<file path="src/rtl/tff_bank.sv">
// tff_bank: bank of WIDTH T flip-flops with toggle, up-count, down-count and load modes.
// Define TFF_BANK_TOGGLE_CNT_EN to add the saturating toggle_cnt activity counter.
module tff_bank #(
    parameter int               WIDTH     = 8,
    parameter logic [WIDTH-1:0] RESET_VAL = '0,
    parameter int               CNT_W     = 16
) (
    input  logic             clk,
    input  logic             reset_n,
    input  logic             en,
    input  logic [1:0]       mode,
    input  logic [WIDTH-1:0] t,
    input  logic [WIDTH-1:0] load_val,
    input  logic             clear,
    output logic [WIDTH-1:0] q,
    output logic [WIDTH-1:0] toggled,
    output logic             wrap,
    output logic             tc
`ifdef TFF_BANK_TOGGLE_CNT_EN
    ,
    output logic [CNT_W-1:0] toggle_cnt
`endif
);

    typedef enum logic [1:0] {
        MODE_TOGGLE = 2'b00,
        MODE_UP     = 2'b01,
        MODE_DN     = 2'b10,
        MODE_LOAD   = 2'b11
    } mode_t;

    mode_t            modeSel;
    logic [WIDTH-1:0] upMask;
    logic [WIDTH-1:0] dnMask;
    logic             upCarry;
    logic             dnBorrow;
    logic [WIDTH-1:0] flipMask;
    logic             wrapNext;
    logic             qAllOnes;
    logic             qZero;

    if (WIDTH < 2 || WIDTH > 32 || CNT_W < 1) begin : g_bad_params
        $error("tff_bank: WIDTH must be 2..32 and CNT_W at least 1");
    end

    assign modeSel  = mode_t'(mode);
    assign qAllOnes = &q;
    assign qZero    = ~|q;

    // Ripple toggle conditions: bit i flips when every lower bit is 1 (up) or 0 (down).
    always_comb begin
        upMask   = '0;
        dnMask   = '0;
        upCarry  = t[0];
        dnBorrow = t[0];
        for (int i = 0; i < WIDTH; i++) begin
            upMask[i] = upCarry;
            dnMask[i] = dnBorrow;
            upCarry   = upCarry & q[i];
            dnBorrow  = dnBorrow & ~q[i];
        end
    end

    // Every update is expressed as a flip mask, so toggled is simply the mask itself.
    always_comb begin
        flipMask = '0;
        wrapNext = 1'b0;
        if (clear) begin
            flipMask = q ^ RESET_VAL;
        end else if (en) begin
            case (modeSel)
                MODE_TOGGLE: flipMask = t;
                MODE_UP: begin
                    flipMask = upMask;
                    wrapNext = t[0] & qAllOnes;
                end
                MODE_DN: begin
                    flipMask = dnMask;
                    wrapNext = t[0] & qZero;
                end
                MODE_LOAD:   flipMask = q ^ load_val;
                default:     flipMask = '0;
            endcase
        end
    end

    assign tc = ((modeSel == MODE_UP) && qAllOnes) || ((modeSel == MODE_DN) && qZero);

    always_ff @(posedge clk or negedge reset_n) begin
        if (!reset_n) begin
            q       <= RESET_VAL;
            toggled <= '0;
            wrap    <= 1'b0;
        end else begin
            q       <= q ^ flipMask;
            toggled <= flipMask;
            wrap    <= wrapNext;
        end
    end

`ifdef TFF_BANK_TOGGLE_CNT_EN
    localparam logic [CNT_W-1:0] CntMax = '1;

    // Counts edges that change at least one bit, sticking at the maximum.
    always_ff @(posedge clk or negedge reset_n) begin
        if (!reset_n) begin
            toggle_cnt <= '0;
        end else if (clear) begin
            toggle_cnt <= '0;
        end else if ((|flipMask) && (toggle_cnt != CntMax)) begin
            toggle_cnt <= toggle_cnt + CNT_W'(1);
        end
    end
`endif

endmodule

</file>
<file path="config.mk">
export PLATFORM = sky130hd
export DESIGN_NAME = tff_bank
export DESIGN_NICKNAME = d
export VERILOG_FILES = /design/src/rtl/tff_bank.sv
export SDC_FILE = /design/constraint.sdc
export NUM_CORES = 1
export LEC_CHECK = 0
export ABC_AREA = 1
export CORE_MARGIN = 8
export CORE_UTILIZATION = 41
export DETAILED_ROUTE_END_ITERATION = 16
export GPL_ROUTABILITY_DRIVEN = 0
export MAX_ROUTING_LAYER = met4
export PLACE_DENSITY = 0.76
export SETUP_SLACK_MARGIN = 0.3
export SYNTH_ARGS = -nofsm -noshare
export SYNTH_HDL_FRONTEND = slang
export SYNTH_SLANG_ARGS = --single-unit
</file>
<file path="constraint.sdc">
create_clock -name clk -period 1.3 [get_ports clk]
set_input_delay 0.13 -clock clk [delete_from_list [all_inputs] [get_ports clk]]
set_output_delay 0.13 -clock clk [all_outputs]
set_load 0.005 [all_outputs]
</file>
Word level (Yosys, flattened, before mapping)

Index checks and enable logic that the tools add are counted.

Flip-flop bits (word level): 17
Latch bits: 0
Bits in writable memories: 0
Memory bits (read-only): 0
Input bits: 22
Output and inout port bits: 18
Logic and storage cells: 44
Memories: 0

Add/sub/neg operators: 0
$mul: 0
Divide/modulo/power cells: 0
$lt $le $gt $ge: 0
Equal/unequal tests: 3
Shifts and indexed selects: 0
Muxes and demuxes: 6
Bitwise logic cells: 25
Reduce and logical (&&, ||, !) cells: 7

Operators with widths:

| cell                                                                  | number |
|---|---|
| 8-bit case mux with 4 select lines                                    | 1 |
| 1-bit AND                                                             | 16 |
| 8-bit two-way mux                                                     | 2 |
| 8-bit XOR                                                             | 2 |
| 8-bit AND reduction                                                   | 1 |
| 8-bit OR reduction                                                    | 1 |
| 1-bit NOT                                                             | 7 |
| 2-bit equality test, second input constant                            | 2 |
| 2-bit by 1-bit equality test with 1-bit output, second input constant | 1 |
| 1-bit logical AND                                                     | 2 |
| 2-bit logical NOT                                                     | 1 |
| 1-bit two-way mux                                                     | 2 |
| 1-bit case mux with 2 select lines                                    | 1 |
| 1-bit logical NOT                                                     | 1 |
| 1-bit logical OR                                                      | 1 |

Depth between registers and ports, before layout

Depth after elaboration: 12
Gate-level depth with buffers: 11
Gate-level depth less buffers: 11

Least setup slack after synthesis

No wires, ideal clock.

Path kind: register to register
From: register q[1]
To: register q[7]
Library setup time: 0.125 ns
Arrival: 1.139 ns
Data required time: 1.175 ns
Slack: 0.037 ns
Cell stages (with the launch flop): 10
Buffers on the path: 1
Clock period less this slack: 1.263 ns
Path through: dfrtp_1 buf_6 nor2_1 nand2_1 nor2_2 nand3_1 nand2_1 nand2_2 nand3_2 o21ai_2

Word-level cells in the longest chain between the ends: 11
Elaborated cells on any way between the ends: 17
Classes of those cells: mux: 3; bitwise: 14

RTL lines:

| item                                 | line | RTL |
|---|---|---|
| start, declared                      | 15   | `output logic [WIDTH-1:0] q,` |
| start signal, assigned               | 95   | `q <= q ^ flipMask;` |
| 1-bit NOT                            | 60   | `dnBorrow = dnBorrow & ~q[i];` |
| 1-bit AND (6 in series)              | 60   |  |
| 8-bit case mux with 4 select lines * | 71   | `case (modeSel)` |
| 8-bit two-way mux *                  | 70   | `end else if (en) begin` |
| 8-bit two-way mux *                  | 68   | `if (clear) begin` |
| 8-bit XOR *                          | 95   |  |

Every way passes the cells marked *; elsewhere a longest branch is shown, timed or not.

Worst setup path in the final report

From: register q[3]
To: output tc

Word-level cells in the longest chain between the ends: 4
Elaborated cells on any way between the ends: 6
Classes of those cells: reduce/logical: 6

RTL lines:

| item               | line | RTL |
|---|---|---|
| 8-bit OR reduction | 48   | `assign qZero = ~\|q;` |
| 1-bit logical NOT  | 48   |  |
| 1-bit logical AND  | 87   | `assign tc = ((modeSel == MODE_UP) && qAllOnes) \|\| ((modeSel == MODE_DN) && qZero);` |
| 1-bit logical OR * | 87   |  |
| end, declared      | 18   | `output logic tc` |

Marks and branches as above.

==> metrics.txt <==
status finished, violations left; failing checks negative setup slack; clock sinks 17; HPWL Detailed slightly above 3000 um; Setup CP Type register to output port; CTS tree yes; Avg Synthesized Cell Area 7.03 um^2; Mapped Area ~1200 um^2; clock-pin slew on the worst setup and hold paths approximately 0.12 ns; final instance area approximately 2300 um^2; flops & latches, synth 17; Syn Nets ~200; dpl cells ~260; leakage roughly 1.2 nW; most frequent cells after synthesis nand2_1 (51), nor2_1 (19), dfrtp_1 (17); 1st-iter DRT viols 192; Core Region roughly 2800 um^2; Post-synth EDFFs 0; arrival time worst endpoint about 1.4 ns; grt ovf 0; largest net degree at the start of global routing 18; CTS Hold Bufs 0; Die Wd approximately 70 um; gr usage total about a fifth; final worst slack -0.267 ns; Initial Util 43.3%; Clock Skew between 0.01 and 0.015 ns; initial antenna violation count 0; I/O pin cnt 40; Worst VDD drop roughly 1.3 mV; RSZ-0062 raised after global routing true; row cnt 19; Async SR Flop Fraction 100%; Synth area leader dfrtp_1; clk root buf clkbuf_4; via count 1595; Routed WL per cell roughly 19 um; final setup violating endpoints 17; Seq/Total Area, Yosys a little over a third; worst slew pin tran roughly 0.38 ns; clk buf depth 2; Distinct cells, synth 26; synth warn 0; Post-synth top flop dfrtp_1; vias in the first global route approximately 1.6k; P&R area growth vs syn 93.5%; TritonCTS Buffers 3; fin crit period about 1.6 ns; Antenna Nets Post-Route 0; FILL cells roughly 160; Max Cap Viol 0; layout net count between 200 and 300; fin cells 288; die span in y roughly 70 um; Fmax 638 MHz; max-slew violations 0; Overall Power about 0.0033 W; Diodes inserted 0; H-tree depth 1; Slew HR approximately three quarters; P per Cell Area about 1400 nW/um^2; first-pass GRT wire length around 7600 um; count leader, synth nand2_1; WL final ~5300 um; Min-Delay Path Class input port to asynchronous set/reset pin; Worst Path Max Fanout 2; area share of the largest cell type after synthesis a little over a third; CP Capture Type output port; post-synthesis cell count 170; clk_lat worst skew between 0.3 and 0.4 ns; drc violations 0; Post-Place Cell Area between 1500 and 2000 um^2; critical path launch point type register; Final Cycle Share 121%; DRT Pass-1 Iters 4; Worst Path Required approximately 1.2 ns; proportion of layout cells with a drive suffix above 1 54.9%; Buffers on Ports 39; Via density ~5.5; DIE AREA around 5000 um^2; Fin. Hold Viols 0; top cells by area, synth dfrtp_1 (36%), nand2_1 (16%), nand3_1 (6.7%), nor2_1 (6.0%), inv_1 (4.7%)
==> final timing paths <==
path | cells after the start | to | slack [ns] | startpoint
worst max-delay path | 6 | tc | -0.27 | q[3]
worst min-delay path | 2 | wrap | 0.15 | reset_n
worst max register to register | 11 | q[6] | -0.21 | q[0]
worst min register to register | 3 | wrap | 0.70 | q[7]
max in group asynchronous | 2 | q[1] | 0.91 | reset_n
min in group clk | 3 | q[1] | 0.43 | en
==> worst max-delay path, cell delays in order, from the launching register on <==
cell and delay, ns:
dfrtp_2 0.41, buf_6 0.12, nand2_4 0.05, nor4_4 0.28, nand2_1 0.09, nand2_1 0.06
buf_2 0.11
==> cell families (layout without fill, tap and decap cells) <==
kind of cell	Yosys count	after routing	share of synthesized area [%]
AOI/OAI and AO/OA	19	19	9.01
xor gates and xnor gates	3	3	2.20
adders and majority gates	4	4	4.19
buffers and inverters	22	109	8.90
DFF	17	17	35.6
and+or+nand+nor	105	105	40.1
==> cell usage in the layout, fill, tap and decap left out, types with 7 or more instances in the layout <==
cell and n:
clkdlybuf4s50_1 19, buf_6 29, nand2_2 12, inv_1 10, buf_4 25, o21ai_2 7
nor2_1 13, nand3_1 7, nand2_1 38, buf_2 10, dfrtp_1 11, nand3_2 9
==> final cells by class <==
class                           count  area [um^2]  area share, %
Inverter                           17         68.8           2.98
Clock buffer                        3         22.5          0.974
Sequential cell                    17          433           18.7
Clock inverter                      1         5.00          0.216
Timing Repair Buffer               88          827           35.8
Tap cell                           31         38.8           1.68
Multi-Input combinational cell    131          917           39.7
==> sequential cells by signal, indices dropped and copies added (netlist names) <==
register	flops
q	8
wrap	1
toggled	8
==> metrics by stage <==
stage | hold slack [ns] | setup slack [ns] | setup TNS, ns | util, %
final | 0.152 | -0.267 | -1.92 | 83.8
after global routing | 0.170 | -0.315 | -3.10 | 83.8
after CTS | 0.135 | -0.227 | -1.21 | 79.0
after detailed placement | 0.479 | -0.598 | -8.12 | 68.3
after global placement | 0.474 | -0.458 | -6.65 | 68.3
after floorplan | -0.166 | 0.0950 | 0 | -
==> repair_timing <==
action,CTS,global route
endpoints found under the setup margin,35,26
pin swaps,26,20
setup buffers,15,5
cloned,0,0
resized for setup,132,29
==> per-layer routing <==
metal	wire (um)	track usage (%)	part of all wire, %
met1	2010	19.6	38
met2	2830	33.8	53
met3	264	2.82	5.0
met4	232	10.3	4.4
met5	0	-	0
==> where the power goes <==
group | leakage (nW) | switching, W | internal [W]
Sequential | 0.216 | 0.000134 | 0.000667
Clock | 0.0177 | 0.000196 | 0.000115
Combinational | 0.920 | 0.000968 | 0.00118
No activity file was read; power rests on OpenSTA's default activity.
